`config.mk`:
```
export PLATFORM = sky130hd
export DESIGN_NAME = sprite_drawer
export DESIGN_NICKNAME = d
export VERILOG_FILES = /design/src/rtl/sprite_drawer.sv
export SDC_FILE = /design/constraint.sdc
export NUM_CORES = 1
export LEC_CHECK = 0
export BUFFER_PORTS_ARGS = -buffer_cell sky130_fd_sc_hd__buf_2
export CORE_MARGIN = 5
export CORE_UTILIZATION = 51
export CTS_CLUSTER_DIAMETER = 100
export DETAILED_ROUTE_END_ITERATION = 16
export HOLD_SLACK_MARGIN = 0.12
export PLACE_DENSITY_LB_ADDON = 0.15
export RECOVER_POWER = 25
export SYNTH_ARGS = -nofsm -noshare
export SYNTH_HDL_FRONTEND = slang
export SYNTH_SLANG_ARGS = --single-unit
```
`constraint.sdc`:
```
create_clock -name clock_i -period 5.57 [get_ports clock_i]
set_input_delay 0 -clock clock_i [delete_from_list [all_inputs] [get_ports clock_i]]
set_output_delay 0 -clock clock_i [all_outputs]
set_load 0.02 [all_outputs]
```
`src/rtl/sprite_drawer.sv`:
```
// -----------------------------------------------------------------------------
// sprite_drawer
//   Per-object sprite datapath sitting behind the game FSM. Holds the object's
//   top-left position, applies horizontal/vertical shift commands at the start
//   of a scan, and streams the WIDTH x HEIGHT rectangle one pixel per clock to
//   the VGA adapter, followed by a one-cycle `complete_o` pulse.
//
//   Optional feature macro: SPRITE_MASK_EN
//     defined   : plot_o is additionally gated by MASK[row*WIDTH+col]
//     undefined : MASK is ignored, full rectangle is plotted
//
// Ports
//   clock_i          system clock (rising edge)
//   reset_i          asynchronous active-high reset
//   select_i         this object's draw line from the FSM
//   write_en_i       FSM write enable, a scan starts only when high
//   load_i           position load strobe (qualified by select_i)
//   load_x_i/_y_i    position to load
//   shift_h_i/_v_i   apply horizontal / vertical shift at scan start
//   clear_i          1 = erase pass (colour 0, no shift)
//   shift_amount_i   two's-complement shift amount
//   vga_x_o/_y_o     pixel coordinate
//   colour_o         pixel colour
//   plot_o           pixel write strobe
//   complete_o       one-cycle end-of-scan pulse
//   pos_x_o/_y_o     current top-left position
// -----------------------------------------------------------------------------
module sprite_drawer #(
  parameter int                        WIDTH   = 16,
  parameter int                        HEIGHT  = 16,
  parameter logic [2:0]                COLOUR  = 3'b111,
  parameter int                        X_LIMIT = 160,
  parameter int                        X_WRAP  = 180,
  parameter int                        Y_MAX   = 120,
  parameter logic [WIDTH*HEIGHT-1:0]   MASK    = '1
) (
  input  logic       clock_i,
  input  logic       reset_i,
  input  logic       select_i,
  input  logic       write_en_i,
  input  logic       load_i,
  input  logic [7:0] load_x_i,
  input  logic [6:0] load_y_i,
  input  logic       shift_h_i,
  input  logic       shift_v_i,
  input  logic       clear_i,
  input  logic [6:0] shift_amount_i,
  output logic [7:0] vga_x_o,
  output logic [6:0] vga_y_o,
  output logic [2:0] colour_o,
  output logic       plot_o,
  output logic       complete_o,
  output logic [7:0] pos_x_o,
  output logic [6:0] pos_y_o
);

  localparam logic [3:0] COL_LAST = 4'(WIDTH - 1);
  localparam logic [3:0] ROW_LAST = 4'(HEIGHT - 1);
  localparam logic [8:0] X_LIM9   = 9'(X_LIMIT);
  localparam logic [7:0] X_WRAP8  = 8'(X_WRAP);
  localparam logic [8:0] Y_TOP    = 9'(Y_MAX - HEIGHT);
`ifdef SPRITE_MASK_EN
  localparam logic [255:0] MASK_PAD = 256'(MASK);
`endif

  typedef enum logic [1:0] {
    S_IDLE = 2'd0,
    S_SCAN = 2'd1,
    S_DONE = 2'd2,
    S_GAP  = 2'd3
  } state_t;

  state_t     state_q;
  logic [7:0] pos_x_q;
  logic [6:0] pos_y_q;
  logic [3:0] col_q;
  logic [3:0] row_q;
  logic [7:0] vga_x_q;
  logic [6:0] vga_y_q;
  logic [2:0] colour_q;
  logic       plot_q;
  logic       complete_q;

  logic [7:0] shift_x_d;
  logic [6:0] shift_y_d;
  logic [8:0] sum_y_d;
  logic [3:0] next_col_d;
  logic [3:0] next_row_d;
  logic       last_pix_d;
`ifdef SPRITE_MASK_EN
  logic [7:0] mask_idx_d;
`endif

  // Pixel is on screen when the 9-bit column sum stays below X_LIMIT.
  function automatic logic x_visible(input logic [7:0] px, input logic [3:0] c);
    logic [8:0] sx;
    sx = {1'b0, px} + {5'b00000, c};
    return (sx < X_LIM9);
  endfunction

  // Position the scan will start from: shifts applied only on a draw pass.
  always_comb begin
    shift_x_d = pos_x_q;
    shift_y_d = pos_y_q;
    // 9-bit signed sum so negative results and clamp overflow are both visible
    sum_y_d   = {2'b00, pos_y_q} + {{2{shift_amount_i[6]}}, shift_amount_i};
    if (!clear_i && shift_h_i) begin
      if (pos_x_q < {1'b0, shift_amount_i}) begin
        shift_x_d = X_WRAP8;
      end else begin
        shift_x_d = pos_x_q - {1'b0, shift_amount_i};
      end
    end else begin
      shift_x_d = pos_x_q;
    end
    if (!clear_i && shift_v_i) begin
      if (sum_y_d[8]) begin
        shift_y_d = 7'd0;
      end else if (sum_y_d > Y_TOP) begin
        shift_y_d = Y_TOP[6:0];
      end else begin
        shift_y_d = sum_y_d[6:0];
      end
    end else begin
      shift_y_d = pos_y_q;
    end
  end

  // Row-major scan counter advance.
  always_comb begin
    next_col_d = col_q;
    next_row_d = row_q;
    last_pix_d = (col_q == COL_LAST) && (row_q == ROW_LAST);
    if (col_q == COL_LAST) begin
      next_col_d = 4'd0;
      next_row_d = row_q + 4'd1;
    end else begin
      next_col_d = col_q + 4'd1;
      next_row_d = row_q;
    end
`ifdef SPRITE_MASK_EN
    mask_idx_d = 8'((int'(next_row_d) * WIDTH) + int'(next_col_d));
`endif
  end

  // Control FSM with registered pixel outputs and position.
  always_ff @(posedge clock_i or posedge reset_i) begin
    if (reset_i) begin
      state_q    <= S_IDLE;
      pos_x_q    <= 8'd0;
      pos_y_q    <= 7'd0;
      col_q      <= 4'd0;
      row_q      <= 4'd0;
      vga_x_q    <= 8'd0;
      vga_y_q    <= 7'd0;
      colour_q   <= 3'd0;
      plot_q     <= 1'b0;
      complete_q <= 1'b0;
    end else if (select_i && load_i) begin
      // Load wins over everything, including an active scan
      state_q    <= S_IDLE;
      pos_x_q    <= load_x_i;
      pos_y_q    <= load_y_i;
      plot_q     <= 1'b0;
      complete_q <= 1'b0;
    end else begin
      case (state_q)
        S_IDLE, S_GAP: begin
          complete_q <= 1'b0;
          if (select_i && write_en_i) begin
            // Entry edge: commit shifted position and emit pixel (0,0)
            state_q  <= S_SCAN;
            pos_x_q  <= shift_x_d;
            pos_y_q  <= shift_y_d;
            col_q    <= 4'd0;
            row_q    <= 4'd0;
            vga_x_q  <= shift_x_d;
            vga_y_q  <= shift_y_d;
            colour_q <= clear_i ? 3'd0 : COLOUR;
`ifdef SPRITE_MASK_EN
            plot_q   <= x_visible(shift_x_d, 4'd0) & MASK_PAD[0];
`else
            plot_q   <= x_visible(shift_x_d, 4'd0);
`endif
          end else begin
            plot_q  <= 1'b0;
            state_q <= S_IDLE;
          end
        end
        S_SCAN: begin
          if (!select_i) begin
            state_q <= S_IDLE;
            plot_q  <= 1'b0;
          end else if (last_pix_d) begin
            state_q    <= S_DONE;
            plot_q     <= 1'b0;
            complete_q <= 1'b1;
          end else begin
            col_q   <= next_col_d;
            row_q   <= next_row_d;
            vga_x_q <= pos_x_q + {4'b0000, next_col_d};
            vga_y_q <= pos_y_q + {3'b000, next_row_d};
`ifdef SPRITE_MASK_EN
            plot_q  <= x_visible(pos_x_q, next_col_d) & MASK_PAD[mask_idx_d];
`else
            plot_q  <= x_visible(pos_x_q, next_col_d);
`endif
          end
        end
        S_DONE: begin
          state_q    <= S_GAP;
          plot_q     <= 1'b0;
          complete_q <= 1'b0;
        end
        default: begin
          state_q    <= S_IDLE;
          plot_q     <= 1'b0;
          complete_q <= 1'b0;
        end
      endcase
    end
  end

  assign vga_x_o    = vga_x_q;
  assign vga_y_o    = vga_y_q;
  assign colour_o   = colour_q;
  assign plot_o     = plot_q;
  assign complete_o = complete_q;
  assign pos_x_o    = pos_x_q;
  assign pos_y_o    = pos_y_q;

endmodule

```
* After elaboration in Yosys (flattened, before gate mapping)
Index checks and enable logic that the tools add are counted.
Word-level totals: flip-flop bits (word level) 45, latch bits 0, RAM bits 0, bits in read-only memories 0, input port bits 30, output and inout port bits 35, logic and storage cells 90, memories kept 0
Operators by class: $add $sub $neg 7, $mul 0, divide/modulo/power cells 0, magnitude comparators 4, equality and inequality tests 11, shifts and indexed selects 0, muxes and demuxes 41, bitwise logic cells 1, reductions and logical operators 16
Operators with widths (number):
- $mux W7 | 8
- $mux W8 | 7
- $mux W4 | 7
- $pmux W4 S2 | 2
- $pmux W8 S2 | 1
- $pmux W7 S2 | 1
- $add A8 B4 Y9 | 1
- $add A8 B7 Y9 | 1
- $gt A9 B7 Y1 const B | 1
- $lt A9 B8 Y1 const B | 1
- $add A4 B1 Y4 const B | 2
- $add A8 B4 Y8 | 1
- $eq A4 B4 Y1 const B | 2
- $lt A8 B7 Y1 | 1
- $lt A8 B8 Y1 const B | 1
- $mux W1 | 8
- $sub A8 B7 Y8 | 1
- $add A7 B4 Y7 | 1
- $mux W2 | 3
- $ne A2 B2 Y1 const B | 3
- $ne A3 B3 Y1 const B | 2
- $pmux W2 S3 | 1
- $reduce_bool A2 Y1 | 3
- $logic_and A1 B1 Y1 | 5
- other kinds (14) | 16

* Depth between registers and ports, before layout
depth after elaboration 8, mapped depth 12, gate-level depth less buffers 11

* Worst setup path after synthesis
OpenSTA, ideal clock, no wires.
kind register -> register, start point register col_q[0], end point register vga_y_q[6], in the netlist vga_y_o[6], setup time 0.135 ns, data arrival time 2.529 ns, required time 5.435 ns, path slack 2.906 ns, cell stages (with the launch flop) 12, buffers on the path 1, period minus slack after synthesis 2.664 ns, path through dfrtp_1 > ha_1 > and3_1 > buf_2 > xor2_1 > ha_1 > fa_1 > a21o_1 > a21oi_1 > nor3_1 > a211oi_1 > o32ai_1
Between the ends: longest elaborated chain between the ends 6, elaborated cells between the ends (all ways) 9, those cells by class add/sub: 1; eq/ne: 2; mux: 4; reduce/logical: 2
Ends and longest elaborated chain:
- start: declaration | RTL line 76 | logic [3:0] col_q;
- start signal: assignment | RTL line 199 | col_q <= next_col_d;
- $eq A4 B4 Y1 * | RTL line 133, 134
- $mux W4 | RTL line 134 | if (col_q == COL_LAST) begin
- $add A7 B4 Y7 | RTL line 202 | vga_y_q <= pos_y_q + {3'b000, next_row_d};
- $mux W7 | RTL line 194 | end else if (last_pix_d) begin
- $mux W7 | RTL line 191 | if (!select_i) begin
- $pmux W7 S2 | RTL line 167 | case (state_q)
- end signal: assignment | RTL line 178 | vga_y_q <= shift_y_d;
- end signal: assignment | RTL line 202
- end: declaration | RTL line 79 | logic [6:0] vga_y_q;
Mark *: on every way between the ends. The rest lies on a longest branch, timed or not. The select of a mux whose other input is x is not followed. A chain may end at the register's enable or synchronous reset.

* Final worst setup path
Same ends and word-level chain as after synthesis.

==> flow_summary.rst <==
.. list-table::
   :header-rows: 1

   * - Metric
     - Value
   * - Status
     - complete, but fails checks
   * - Violations in the final reports
     - capacitance limit, slew limit
   * - Count of state elements after synthesis
     - 43
   * - CTS tree
     - built
   * - Overall power after layout
     - 1119 uW
   * - Critical path, cell by cell
     - ha_1, and3_1, mux2_2, fa_1, a21o_1, a21oi_1, o21ai_0, a21oi_1, a211oi_1, o32ai_1
   * - Initial standard-cell utilization of the core
     - 0.5144
   * - Worst-case headroom to the max-slew limit
     - -0.5799
   * - Placer Congestion
     - 0.8643
   * - Fillcell total
     - 642
   * - Post-route insts no fill
     - 544
   * - Top-Level Pins
     - 65
   * - Total count of hold-check failures in the final report
     - 0
   * - Area occupied by multi-input gates
     - 0.002213 mm2
   * - Critical path arrival
     - 3.26 ns
   * - Period minus WS final
     - 3.062 ns
   * - Number of placed instances, taps included
     - 518
   * - Die height
     - 92.10 um
   * - RSZ-0062 raised after global routing
     - false
   * - Post-synthesis average cell area
     - 8.881 um2
   * - Peak fanout along the critical path
     - 8
   * - Number of vias in the routed layout
     - 3,422
   * - Min-delay worst type
     - in -> reg
   * - Final critical-path share of the clock period
     - 0.5496
   * - Cell area after synthesis
     - 0.003437 mm2
   * - P per Cell Area
     - 275.8 mW/mm2
   * - Syn Nets
     - 449
   * - Count of unresolved DRC violations after routing
     - 0
   * - GRT overflow
     - 0
   * - Type of the worst setup path
     - reg -> reg
   * - Endpoint class of the critical path
     - flip-flop
   * - Number of port buffers
     - 64
   * - Number of max-capacitance violations reported
     - 1
   * - Synth warnings
     - 0
   * - Worst setup skew after layout
     - 0.003428 ns
   * - Commonest cells after routing, fill and taps aside
     - 49 x buf_2, 43 x dfrtp_1, 35 x nand2_1
   * - Max Slew Vio Count
     - 44
   * - Max Freq
     - 326.6 MHz
   * - VDD IR-drop max
     - 128.7 uV
   * - Initial detailed-routing violation count
     - 223
   * - Leak pwr
     - 0.001857 uW
   * - Clock Path Buffers
     - 2
   * - Post-detailed-routing wire length
     - 10,260 um
   * - Core Region
     - 0.006681 mm2
   * - Number of levels in the clock H-tree
     - 2
   * - Slew at the pin with the worst max-slew slack
     - 2.370 ns
   * - Setup TNS after final layout
     - 0 ns
   * - Number of buffers created by CTS
     - 5
   * - Slowest stage delay, CP
     - 0.44 ns
   * - Wire length of the first global-routing pass
     - 16,960 um
   * - Number of setup violations in the final report
     - 0
   * - Placed wire-length estimate
     - 7653 um
   * - Sequential standard cell area
     - 0.001076 mm2
   * - Vias/cell
     - 6.290
   * - Worst Setup Slack, final
     - 2.509 ns
   * - Area grow syn2layout
     - 18.06%
   * - Floorplan die area
     - 0.008481 mm2
   * - Clock tree sinks
     - 43
   * - Residual antenna-violating net count after detailed routing
     - 0
   * - Ant. Diodes
     - 0
   * - Main flop type after synthesis
     - dfrtp_1
   * - Final-stage net count
     - 525
   * - Number of distinct library cells after synthesis
     - 68
   * - Die width
     - 92.10 um
   * - Number of instances in the synthesized netlist
     - 387
   * - Worst-skew pair later-pin latency
     - 0.30 ns
   * - Antenna violations before repair
     - 0
   * - Pre-Repair DR Iteration Count
     - 5
   * - Share of layout cells above drive strength 1
     - 0.1595
   * - Row cnt
     - 30
   * - Wire length per cell
     - 18.86 um
   * - Number of enable-type register cells in the synthesized netlist
     - 0
   * - Required time at the endpoint of the critical path
     - 5.77 ns
   * - Proportion of synthesized chip area in sequential cells
     - 0.3131
   * - Share of synthesized registers carrying an async set or reset
     - 1.000
   * - Largest net degree at the start of global routing
     - 44
   * - Critical path's most frequent cell
     - a21oi_1
   * - Clock transition at path regs
     - 0.08 ns
   * - Slowest CP cell
     - fa_1
   * - Post-place setup slack
     - 2.557 ns
   * - Commonest non-fill, non-tap cell in the layout
     - buf_2
   * - Worst Setup Start Kind
     - flip-flop
   * - Root buffer cell
     - clkbuf_8
   * - CTS-repair resized insts
     - 0
   * - Vias in the first global route
     - 3,560
   * - All-Layer GR Usage
     - 0.2479
-- synthesized netlist by cell type (2+ instances only) --
master	count	share of area
a211oi_1	5	0.011
a211oi_2	2	0.0073
a21o_1	9	0.020
a21oi_1	16	0.023
a221oi_1	5	0.013
a22o_1	2	0.0051
a22oi_1	15	0.033
a311o_1	2	0.0058
a31o_2	2	0.0051
and2_1	2	0.0036
and3_1	7	0.013
buf_2	4	0.0058
buf_4	2	0.0044
clkbuf_1	8	0.0087
dfrtp_1	43	0.31
fa_1	4	0.023
ha_1	28	0.10
inv_1	21	0.023
nand2_1	35	0.038
nand2b_1	3	0.0055
nand3_1	13	0.019
nand4_1	3	0.0055
nor2_1	26	0.028
nor2b_1	6	0.011
nor3_1	7	0.010
nor3b_1	2	0.0044
o211ai_1	7	0.015
o21a_1	3	0.0066
o21ai_0	26	0.038
o21ai_1	2	0.0029
o22a_1	2	0.0051
o22ai_1	7	0.013
o31ai_1	13	0.028
or2_2	2	0.0036
or3_1	3	0.0055
xnor2_1	12	0.031
xor2_1	7	0.018
-- flip-flops by register name (all words and copies together) (netlist names) --
name        cells
pos_x_o         8
pos_y_o         7
state_q         2
plot_o          1
vga_y_o         7
row_q           4
col_q           4
complete_o      1
vga_x_o         8
colour_o        1
-- metrics by stage --
stage / hold slack (ns) / utilization / cell area [um2]
2_1_floorplan: 0.1117 / - / 3437
3_3_place_gp: 0.1649 / 0.5687 / 3800
3_5_place_dp: 0.1693 / 0.5687 / 3800
4_1_cts: 0.1476 / 0.6107 / 4080
5_1_grt: 0.1930 / 0.6073 / 4058
6_report: 0.1672 / 0.6073 / 4058
-- worst max-delay path: cells and delay by family, from the launching register on --
kind / cells / cell delay, ns
compound gates: 6 / 1.10
fa+ha+maj: 2 / 0.67
flops: 1 / 0.43
mux: 1 / 0.42
simple gates: 1 / 0.34
-- area by class of cell --
| class | count | share of cell area |
|---|---|---|
| tap | 80 | 0.02467 |
| sequential | 43 | 0.2652 |
| timing repair buffer | 83 | 0.1196 |
| multi-input combinational | 308 | 0.5455 |
| clock buffer | 8 | 0.02467 |
| inverter | 22 | 0.02035 |
-- cells by family (layout without fill, tap and decap cells) --
| logic type | Yosys count | after routing | synth area share |
|---|---|---|---|
| AND/OR/NAND/NOR | 116 | 116 | 0.1653 |
| buffers and inverters | 36 | 113 | 0.04296 |
| multiplexers | 3 | 3 | 0.01056 |
| XOR/XNOR | 19 | 19 | 0.04842 |
| adder cells (fa/ha/maj) | 32 | 32 | 0.1252 |
| flip-flops | 43 | 43 | 0.3131 |
| AO/OA/AOI/OAI | 138 | 138 | 0.2945 |
-- path summary, 6_finish.rpt --
check                                        from                     end  slack [ns]  depth (start not counted)
setup / recovery             col_q[0]$_DFFE_PP0P_  vga_y_o[6]$_DFFE_PP0P_        2.51                         10
hold / removal                             load_i  state_q[0]$_DFFE_PP0P_        0.17                          4
setup reg to reg             col_q[0]$_DFFE_PP0P_  vga_y_o[6]$_DFFE_PP0P_        2.51                         10
hold reg to reg            vga_y_o[2]$_DFFE_PP0P_  vga_y_o[2]$_DFFE_PP0P_        0.51                          2
max in group asynchronous                 reset_i  state_q[1]$_DFFE_PP0P_        3.11                          4
min in group asynchronous                 reset_i    row_q[1]$_DFFE_PP0P_        1.12                          4
-- power by group --
group / internal (uW) / switching [uW]
clock: 113 / 112
combinational: 180 / 287
sequential: 362 / 64.9
total: 655 / 464
-- metal layers --
layer / share of wire / vias to the layer above / track usage / wire [um]
met5: 0 / - / 0 / 0
met4: 0.022 / 0 / 0.1002 / 226
met3: 0.062 / 20 / 0.03199 / 636
met2: 0.49 / 140 / 0.4227 / 5004
met1: 0.43 / 1651 / 0.3170 / 4392
li1: - / 1611 / - / -
-- what timing repair did --
| item | in CTS | in global routing |
|---|---|---|
| endpoints found under the hold margin | 60 | 0 |
| hold buffers | 18 | 0 |
| buffers inserted | 0 | 0 |
Power figures use the tool's default switching activity.
